`config.mk`:
```
export PLATFORM = sky130hd
export DESIGN_NAME = scalar_wb_arbiter
export DESIGN_NICKNAME = d
export VERILOG_FILES = /design/src/rtl/scalar_wb_arbiter.sv
export SDC_FILE = /design/constraint.sdc
export NUM_CORES = 1
export LEC_CHECK = 0
export ABC_AREA = 0
export ABC_CLOCK_PERIOD_IN_PS = 3000
export CORE_ASPECT_RATIO = 1.25
export CORE_UTILIZATION = 53
export CTS_CLUSTER_SIZE = 28
export DETAILED_ROUTE_END_ITERATION = 10
export HOLD_SLACK_MARGIN = 0.06
export PLACE_DENSITY = 0.82
export SLEW_MARGIN = 20
export SYNTH_ARGS = -nofsm -noshare
export SYNTH_HDL_FRONTEND = slang
export SYNTH_SLANG_ARGS = --single-unit
```
`constraint.sdc`:
```
create_clock -name clk -period 3 [get_ports clk]
set_input_delay 0.6 -clock clk [delete_from_list [all_inputs] [get_ports clk]]
set_output_delay 0.6 -clock clk [all_outputs]
set_load 0.02 [all_outputs]
```
`src/rtl/scalar_wb_arbiter.sv`:
```
// -----------------------------------------------------------------------------
// scalar_wb_arbiter
//
// Merges host (Wishbone side) scalar writes and coprocessor core writebacks
// into the single write port of the scalar register file.
//
// Host writes are buffered in a small FIFO. The core has priority. An
// optional starvation guard forces a host slot after STARVE_LIMIT consecutive
// core wins while the FIFO is non-empty. Writes to addresses >= REG_DEPTH are
// dropped and flag the sticky addr_error.
//
// Optional feature macro: SCALAR_WB_STARVE_GUARD_EN
//   defined   : starve counter and guard active
//   undefined : strict core priority, core_ready tied high
//
// Ports
//   clk, reset                  clock, synchronous active-high reset
//   host_valid/ready/address/data  host write request into the FIFO
//   core_valid/ready/address/data  core writeback request
//   write_enable/address/data   registered register-file write port
//   fifo_count                  host FIFO occupancy
//   addr_error, error_clear     sticky out-of-range flag and its clear
// -----------------------------------------------------------------------------
module scalar_wb_arbiter #(
   parameter int REG_DEPTH    = 6,
   parameter int REG_WIDTH    = 32,
   parameter int ADDR_WIDTH   = 5,
   parameter int FIFO_DEPTH   = 4,
   parameter int STARVE_LIMIT = 8
) (
   input  logic                          clk,
   input  logic                          reset,
   input  logic                          host_valid,
   output logic                          host_ready,
   input  logic [ADDR_WIDTH-1:0]         host_address,
   input  logic [REG_WIDTH-1:0]          host_data,
   input  logic                          core_valid,
   output logic                          core_ready,
   input  logic [ADDR_WIDTH-1:0]         core_address,
   input  logic [REG_WIDTH-1:0]          core_data,
   output logic                          write_enable,
   output logic [ADDR_WIDTH-1:0]         write_address,
   output logic [REG_WIDTH-1:0]          write_data,
   output logic [$clog2(FIFO_DEPTH):0]   fifo_count,
   output logic                          addr_error,
   input  logic                          error_clear
);

   localparam int          PTR_W   = $clog2(FIFO_DEPTH);
   localparam int          CNT_W   = PTR_W + 1;
   localparam int unsigned DEPTH_U = REG_DEPTH;

   if (FIFO_DEPTH < 2 || (FIFO_DEPTH & (FIFO_DEPTH - 1)) != 0) begin : g_bad_fifo_depth
      $error("FIFO_DEPTH must be a power of two and at least 2");
   end
   if (STARVE_LIMIT < 1) begin : g_bad_starve_limit
      $error("STARVE_LIMIT must be at least 1");
   end

   logic [ADDR_WIDTH-1:0] addr_mem_q [FIFO_DEPTH];
   logic [REG_WIDTH-1:0]  data_mem_q [FIFO_DEPTH];
   logic [PTR_W-1:0]      rd_ptr_q, rd_ptr_d;
   logic [PTR_W-1:0]      wr_ptr_q, wr_ptr_d;
   logic [CNT_W-1:0]      count_q, count_d;

   logic                  fifo_nonempty;
   logic                  push;
   logic                  guard;
   logic                  grant_core;
   logic                  grant_host;
   logic                  granted;
   logic                  in_range;
   logic [ADDR_WIDTH-1:0] sel_addr;
   logic [REG_WIDTH-1:0]  sel_data;

   logic                  we_q, we_d;
   logic [ADDR_WIDTH-1:0] waddr_q, waddr_d;
   logic [REG_WIDTH-1:0]  wdata_q, wdata_d;
   logic                  err_q, err_d;

   // Both handshakes depend only on registered state, so neither input
   // valid can combinationally loop back into its own ready.
   assign fifo_nonempty = (count_q != '0);
   assign host_ready    = (count_q < CNT_W'(FIFO_DEPTH));
   assign push          = host_valid && host_ready;
   assign core_ready    = !guard;

   // Grant: core first unless the guard is up; otherwise the FIFO head.
   // The head is read from registered state, so an entry enqueued this
   // cycle is never granted in the same cycle.
   always_comb begin
      grant_core = core_valid && !guard;
      grant_host = !grant_core && fifo_nonempty;
      granted    = grant_core || grant_host;
      sel_addr   = grant_core ? core_address : addr_mem_q[rd_ptr_q];
      sel_data   = grant_core ? core_data    : data_mem_q[rd_ptr_q];
      in_range   = (32'(sel_addr) < DEPTH_U);
   end

`ifdef SCALAR_WB_STARVE_GUARD_EN
   localparam int SW = $clog2(STARVE_LIMIT + 1);
   logic [SW-1:0] starve_q, starve_d;

   assign guard = (starve_q == SW'(STARVE_LIMIT));

   // A core grant implies the guard is down, so incrementing here never
   // passes STARVE_LIMIT: the counter saturates by construction.
   always_comb begin
      starve_d = starve_q;
      if (grant_core && fifo_nonempty) begin
         starve_d = starve_q + SW'(1);
      end else if (grant_host || !fifo_nonempty) begin
         starve_d = '0;
      end
   end

   always_ff @(posedge clk) begin
      if (reset) starve_q <= '0;
      else       starve_q <= starve_d;
   end
`else
   assign guard = 1'b0;
`endif

   // FIFO pointer / occupancy next state; a full FIFO cannot push, so a
   // simultaneous pop only ever leaves the count unchanged or lowers it.
   always_comb begin
      rd_ptr_d = grant_host ? rd_ptr_q + PTR_W'(1) : rd_ptr_q;
      wr_ptr_d = push       ? wr_ptr_q + PTR_W'(1) : wr_ptr_q;
      count_d  = count_q + CNT_W'(push) - CNT_W'(grant_host);
   end

   // Output register next state; address/data hold when nothing is granted.
   // An out-of-range grant still consumes its slot but only raises the
   // sticky error; a set in the same cycle as a clear takes precedence.
   always_comb begin
      we_d    = granted && in_range;
      waddr_d = granted ? sel_addr : waddr_q;
      wdata_d = granted ? sel_data : wdata_q;
      err_d   = err_q;
      if (granted && !in_range) err_d = 1'b1;
      else if (error_clear)     err_d = 1'b0;
   end

   always_ff @(posedge clk) begin
      if (reset) begin
         rd_ptr_q <= '0;
         wr_ptr_q <= '0;
         count_q  <= '0;
         we_q     <= 1'b0;
         waddr_q  <= '0;
         wdata_q  <= '0;
         err_q    <= 1'b0;
      end else begin
         rd_ptr_q <= rd_ptr_d;
         wr_ptr_q <= wr_ptr_d;
         count_q  <= count_d;
         we_q     <= we_d;
         waddr_q  <= waddr_d;
         wdata_q  <= wdata_d;
         err_q    <= err_d;
      end
   end

   // FIFO storage carries no reset; the pointers alone define validity.
   always_ff @(posedge clk) begin
      if (push) begin
         addr_mem_q[wr_ptr_q] <= host_address;
         data_mem_q[wr_ptr_q] <= host_data;
      end
   end

   assign write_enable  = we_q;
   assign write_address = waddr_q;
   assign write_data    = wdata_q;
   assign fifo_count    = count_q;
   assign addr_error    = err_q;

endmodule

```
### After elaboration in Yosys (flattened, before gate mapping)

Memories as Yosys holds them, arrays and structs flattened. A register that Yosys moved wholly into a read port is not among the register bits.
Index checks and enable logic that the tools add are counted.

| cells by class | value |
|---|---|
| reductions and logical operators | 9 |
| $add $sub $neg | 4 |
| bitwise logic cells | 0 |
| $lt $le $gt $ge | 2 |
| multiplexer cells | 10 |
| shifts and indexed selects | 0 |
| multipliers | 0 |
| equal/unequal tests | 0 |
| div/mod/pow operators | 0 |

Operators by type and width:

| operator | number |
|---|---|
| 32-bit two-way mux | 1 |
| 2-bit two-way mux | 4 |
| 5-bit by 3-bit less-than comparator with 1-bit output (second input constant) | 1 |
| 5-bit two-way mux | 1 |
| 2-bit by 1-bit adder with 2-bit output (second input constant) | 2 |
| 1-bit logical AND | 4 |
| 1-bit two-way mux | 4 |
| 3-bit by 1-bit adder with 3-bit output | 1 |
| 3-bit less-than comparator (second input constant) | 1 |
| 3-bit nonzero test | 1 |
| 3-bit by 1-bit subtractor with 3-bit output | 1 |
| 1-bit zero test | 2 |
| 2-bit nonzero test | 1 |
| 1-bit logical OR | 1 |

| word-level totals | value |
|---|---|
| bits in read-only memories | 0 |
| memory bits (writable) | 148 |
| latch bits | 0 |
| memories kept | 2 |
| flip-flop bits (word level) | 46 |

Memory list:

| memory | words | width | read ports | clocked after Yosys merged registers in | wr ports | RTL line | RTL |
|---|---|---|---|---|---|---|---|
| data_mem_q | 4 | 32 | 1 | 1 | 1 | 61 | `logic [REG_WIDTH-1:0] data_mem_q [FIFO_DEPTH];` |
| addr_mem_q | 4 | 5 | 1 | 1 | 1 | 60 | `logic [ADDR_WIDTH-1:0] addr_mem_q [FIFO_DEPTH];` |

### Logic depth before layout (Yosys ltp)

Gate-level depths: netlist of the first run.

| depth | value |
|---|---|
| word-level depth | 5 |
| mapped depth | 10 |

### Worst setup path before layout of the first run

OpenSTA, ideal clock, no wires.

| timing path | value |
|---|---|
| path type | input -> register |
| start | input port host_valid |
| end | register count_q[2] (netlist: fifo_count[2]) |
| required time | 2,872 ps |
| stages on the path | 10 |
| slack | 710 ps |
| arrival time | 2,162 ps |
| setup time | 128 ps |
| path through | nor2b_1 > clkbuf_1 > inv_1 > ha_1 > inv_1 > ha_1 > fa_1 > xnor2_1 > xnor2_1 > nor2_1 |

| between the ends | value |
|---|---|
| word-level cells in the longest chain between the ends | 3 |

RTL lines:

| element | RTL line | RTL |
|---|---|---|
| start, declared | 33 | `input logic host_valid,` |
| 1-bit logical AND | 85 | `assign push = host_valid && host_ready;` |
| 3-bit by 1-bit adder with 3-bit output | 130 | `count_d = count_q + CNT_W'(push) - CNT_W'(grant_host);` |
| 3-bit by 1-bit subtractor with 3-bit output | 130 |  |
| end signal, assigned | 157 | `count_q <= count_d;` |
| end, declared | 64 | `logic [CNT_W-1:0] count_q, count_d;` |

Every way passes these cells.
A chain may end at the register's enable or synchronous reset.

### Worst setup path in the final report of the first run

Ends and elaborated chain as after synthesis.

==> results.cfg, run 1 <==
[yosys]
syn_inst = 435
ys_seq_area_share_pct = 71.38
synthMuxAreaShare_pct = 14.95
synth_fa_ha_area_share_pct = 1.256
synth_edf_count = 148
async_flop_share_pct = 0
synth_compound_area_share_pct = 4.825
synth_xor_area_share_pct = 0.5783
ys_seq_elements = 196
syn_area_per_cell_sq_um = 17.41
yosys.area_share.simple_pct = 4.098
syn-num-nets = 521
ys_types = 31
ys_warn_count = 0
netlist_area_sq_um = 7572
synthFlopType = edfxtp_1
synth_top_family_by_area = multiplexers

[timing]
fin_crit_ns = 2.315
grt_setup_unrepaired = false
timing.hold.ws_ns = 0.4618
finalHoldViolCount = 0
finalWorstSetupSlack_ns = 0.6849
min_period_over_period_pct = 77.17
final-setup-viol-count = 0
worst_slew_pin_slew_ns = 0.6956
finClkSkew_ns = 0.008208
fmax_mhz = 431.9
fin_tns_setup_ns = 0
final-max-slew-violation-count = 0
max_slew_margin_pct = 53.63

[detailed_routing]
wire_per_inst_microns = 19.38
drc = 0
firstDrtPassIters = 4
drt-total-wl_mm = 14.55
drtIter0Drc = 174
ant_nets = 0
viasPerCell = 5.526
num_vias = 4150

[die]
io_pins = 123
start_util_pct = 54.58
rows = 48
die_h_microns = 135.6
die_w_microns = 108.9
core-area_sq_um = 13870
die-area_sq_um = 14770

[setup_path]
r2r_slack_ns = 0.69
path_class = primary input to register
crit_chain = clkdlybuf4s50_1, nor2b_1, inv_1, ha_1, inv_1, ha_1, fa_1, xnor2_1, xnor2_1, nor2_1
cp_slowest_cell = clkdlybuf4s50_1
start_kind = primary input
critPathRequiredTime_ns = 3.31
crit_start = host_valid
r2r_cells = 9
cpPeakStageDelay_ns = 0.44
crit_buf_inv = 3
critPathTopFamily = adder cells
r2r_end = fifo_count[2]
worstPathMaxFanout = 2
crit_cells = 10
arrival_ns = 2.63
cp-end-kind = register
reg2reg_from = fifo_count[1]

[final_layout]
final.fill_count = 933
syn2layout_area_growth_pct = 26.09
final_layout_size_suffix_gt1_share_pct = 14.58
finalNonFillerCells = 751
diodes = 0
nets = 649

[power_and_ir_drop]
max-vdd-ir-drop_mv = 0.4883
p_per_area_nw_per_um2 = 816.8
leakagePower_nw = 3.337
p_total_mw = 7.798

[clock_network]
clock_latency_ns = 0.43
tritoncts = done
cts-buffers-inserted = 17
htreeDepth = 4
path_clk_slew_ns = 0.06
cts_resized = 0
post_cts_buffers = 0
cts-root-buf = clkbuf_16
holdBufCountCts = 0
cts_buffer_depth = 2
clkSinkCount = 196

[placement]
dp_hpwl_mm = 9.731
dp.cells = 719
io_buffers = 121
gp_congestion = 0.7268
dp_slack_ns = 0.2608

[run_status]
outcome = finished clean

[global_routing]
track_usage_pct = 21.37
grt_max_degree = 71
grt_pass1_wl_mm = 22.71
grt-ovfl-total = 0
grt_pass1_vias = 4431
antenna_found_initial = 0

[flow_run]
cap_viol_max_count = 0

[worst_hold_path]
min_from = write_address[2]
whs_path_depth = 2
holdPathEnd = write_address[2]
hold_path.class = register to register
routing by layer:
metal,GRT usage (%),part of all wire [%],routed length (microns),vias to the layer above
met5,0,0,0,-
met4,12.01,3.4,490,0
met3,4.425,3.8,547,33
met2,37.46,54,7883,127
met1,23.92,39,5632,2045
li1,-,-,-,1945
sequential cells by signal, indices dropped and copies added, names as in the netlist, named ones only:
signal / flops
data_mem_q: 128
addr_error: 1
write_data: 32
addr_mem_q: 20
rd_ptr_q: 2
fifo_count: 3
write_enable: 1
wr_ptr_q: 2
write_address: 5
worst max-delay path by stage:
stage	to	slack (ns)
global placement	fifo_count[2]	0.41
floorplan	fifo_count[2]	0.71
detailed placement	fifo_count[2]	0.26
global route	fifo_count[2]	0.55
finish	fifo_count[2]	0.68
CTS	fifo_count[2]	0.70
cell type report:
type	count	area (sq um)	share of cell area, %
timing repair buffer	137	1334	13.97
inverter	11	41.29	0.4324
clock inverter	14	158.9	1.664
sequential	196	5408	56.64
clock buffer	18	429.2	4.495
tap	175	219.0	2.293
multi-input combinational	200	1958	20.51
worst reg2reg max path, stage by stage, from the launching register on:
cell and delay [ns]:
dfxtp_1 0.36, nor3_1 0.33, nor2_1 0.14, ha_1 0.30, inv_1 0.04, ha_1 0.21, fa_1 0.38, xnor2_1 0.22
xnor2_1 0.17, nor2_1 0.06
cell usage after synthesis, drive strengths merged (2+ instances only):
cell type / number / area share [%]
nor2b: 7 / 0.58
a221oi: 4 / 0.46
a211oi: 37 / 3.8
a21oi: 5 / 0.33
mux2i: 37 / 4.9
mux4: 33 / 10
clkbuf: 13 / 0.69
buf: 15 / 1.6
ha: 6 / 0.99
xnor2: 4 / 0.46
nor2: 44 / 2.2
dfxtp: 48 / 13
and2: 4 / 0.33
nor3: 2 / 0.13
nand2b: 2 / 0.26
edfxtp: 148 / 59
inv: 11 / 0.55
nand2: 9 / 0.45
cells in the final DEF, fill, tap and decap left out, types with 2 or more instances in the layout:
cell type,instances
nand2_1,9
nor2b_1,7
inv_1,11
clkdlybuf4s50_1,119
nor3_1,2
a21oi_1,5
nor2_1,44
dfxtp_1,46
clkinv_1,4
buf_4,15
mux4_1,5
buf_2,2
inv_6,2
clkbuf_16,17
a211oi_1,35
bufinv_16,3
a221oi_1,4
mux4_2,28
a211oi_2,2
and2_2,4
ha_1,6
clkinv_2,2
mux2i_1,37
dfxtp_2,2
clkinv_4,3
xnor2_1,4
edfxtp_1,148
power by group:
part           internal [mW]  switching, mW
logic                   1.00           1.04
clock network           1.31          0.946
registers               3.33          0.178
total                   5.64           2.16
per-stage QoR:
| step | utilization [%] | cell area [sq um] |
|---|---|---|
| after floorplan | - | 7572 |
| after CTS | 68.82 | 9548 |
| final | 68.82 | 9548 |
| after detailed placement | 64.58 | 8960 |
| after global routing | 68.82 | 9548 |
| after global placement | 64.58 | 8960 |
logic make-up (layout without fill, tap and decap cells):
group | Yosys count | after routing
flops | 196 | 196
mux | 70 | 70
simple gates | 69 | 69
compound gates | 48 | 48
buf+inv | 39 | 180
fa+ha+maj | 7 | 7
xor+xnor | 5 | 5
other cells | 1 | 1
Power figures use the tool's default switching activity.
==> run 2: changes to the inputs <==
--- a/config.mk
+++ b/config.mk
@@ -6,7 +6,7 @@
 export NUM_CORES = 1
 export LEC_CHECK = 0
 export ABC_AREA = 0
-export ABC_CLOCK_PERIOD_IN_PS = 3000
+export ABC_CLOCK_PERIOD_IN_PS = 2200
 export CORE_ASPECT_RATIO = 1.25
 export CORE_UTILIZATION = 53
 export CTS_CLUSTER_SIZE = 28
==> constraint.sdc (replaced) <==
create_clock -name clk -period 2.2 [get_ports clk]
set_input_delay 0.44 -clock clk [delete_from_list [all_inputs] [get_ports clk]]
set_output_delay 0.44 -clock clk [all_outputs]
set_load 0.02 [all_outputs]
==> results.cfg, run 2 (synthesis gave the netlist of run 1 again) <==
[timing]
final-max-slew-violation-count = 0
fmax_mhz = 486.9
timing.hold.ws_ns = 0.4595
fin_crit_ns = 2.054
min_period_over_period_pct = 93.36
finClkSkew_ns = 0.009757
final-setup-viol-count = 0
finalHoldViolCount = 0

[global_routing]
antenna_found_initial = 0
grt_pass1_wl_mm = 23.53
grt-ovfl-total = 0
grt_pass1_vias = 4505
grt_max_degree = 43
busiest_layer = met2
use_met3_pct = 4.762
grt_util_met1_pct = 25.60
track_usage_pct = 21.99
gr-usage-met2_pct = 39.34

[power_and_ir_drop]
max-vdd-ir-drop_mv = 0.6066
p_total_mw = 10.90
p_per_area_nw_per_um2 = 1111
leakagePower_nw = 3.434

[detailed_routing]
firstDrtPassIters = 4
drt-total-wl_mm = 14.95
num_vias = 4198
viasPerCell = 5.524
ant_nets = 0
wire_per_inst_microns = 19.67
drtIter0Drc = 250
drc = 0

[die]
die-area_sq_um = 14770
core-area_sq_um = 13870
die_w_microns = 108.9
start_util_pct = 54.58
io_pins = 123
die_h_microns = 135.6
rows = 48

[final_layout]
diodes = 0
regArea_sq_um = 5408
final_common_cell = edfxtp_1
largest_reg_flops = 128
regMostFlops = data_mem_q
final.fill_count = 872
layout_common_cells = edfxtp_1, clkdlybuf4s50_1, dfxtp_1
syn2layout_area_growth_pct = 29.48
multi_input_area_sq_um = 1976
final_layout_size_suffix_gt1_share_pct = 16.75
nets = 658

[placement]
gp_congestion = 0.7277
dp_hpwl_mm = 10.24
io_buffers = 121

[clock_network]
clock_latency_ns = 0.43
path_clk_slew_ns = 0.07
clkSinkCount = 196
holdBufCountCts = 0
htreeDepth = 4
tritoncts = done
cts_buffer_depth = 2
cts-buffers-inserted = 17
cts-root-buf = clkbuf_16

[setup_path]
cp-end-kind = register
worstPathMaxFanout = 4
path_class = register to register
critPathRequiredTime_ns = 2.50
arrival_ns = 2.35
start_kind = register

[worst_hold_path]
hold_path.class = primary input to register

[run_status]
outcome = finished clean

[flow_run]
cap_viol_max_count = 0
==> run 2: area by class of cell <==
cell class	count	area share (%)
clock inverters	9	1.314
inverters	11	0.4211
multi-input cells	200	20.15
clock buffers	23	4.773
repair buffers	146	15.95
well taps	175	2.233
flip-flops and latches	196	55.16
==> run 2: worst paths after layout <==
kind	from	end	slack [ns]	cells past startpoint
setup / recovery	fifo_count[0]	fifo_count[2]	0.15	9
hold / removal	reset	rd_ptr_q[0]	0.46	2
setup reg to reg	fifo_count[0]	fifo_count[2]	0.15	9
hold reg to reg	write_address[3]	write_address[3]	0.46	2
==> run 2: stage by stage <==
stage	worst slack, ns	setup TNS [ns]	cell area, sq um	utilization, %	cells
2_1_floorplan	0.07046	0	7572	-	435
3_3_place_gp	-0.2526	-0.3287	9190	66.24	728
3_5_place_dp	-0.3405	-0.4963	9190	66.24	728
4_1_cts	0.06923	0	9787	70.54	760
5_1_grt	-0.01019	-0.01019	9804	70.67	760
6_report	0.1462	0	9804	70.67	760
==> run 2: worst max-delay path, cell delays in order, from the launching register on <==
cell and delay [ns]:
dfxtp_1 0.36, nor3_2 0.25, nor2_2 0.08, ha_1 0.28, inv_1 0.04, ha_1 0.18, fa_1 0.41, xnor2_2 0.16
xnor2_1 0.13, nor2_1 0.05
==> run 2: what timing repair did <==
| action | in CTS | in global routing |
|---|---|---|
| setup buffers | 0 | 0 |
| setup endpoints to repair | 0 | 1 |
| gates resized for setup | 0 | 4 |
| hold endpoints to repair | 0 | 0 |
==> run 2: layer usage <==
layer	vias to the layer above	routed length (microns)
li1	1965	-
met3	19	550
met4	0	252
met1	2106	5895
met2	108	8251
met5	-	0
==> run 2: power breakdown <==
group / internal [mW] / switching [mW]
Clock: 1.84 / 1.25
Sequential: 4.54 / 0.266
Combinational: 1.55 / 1.45
Total: 7.93 / 2.97
==> run 3: changes to the inputs <==
--- a/config.mk
+++ b/config.mk
@@ -9,7 +9,7 @@
 export ABC_CLOCK_PERIOD_IN_PS = 2200
 export CORE_ASPECT_RATIO = 1.25
 export CORE_UTILIZATION = 53
-export CTS_CLUSTER_SIZE = 28
+export CTS_CLUSTER_SIZE = 12
 export DETAILED_ROUTE_END_ITERATION = 10
 export HOLD_SLACK_MARGIN = 0.06
 export PLACE_DENSITY = 0.82
==> results of run 3 <==
Same layout as run 2: the final DEF is identical, and so are final timing and power.
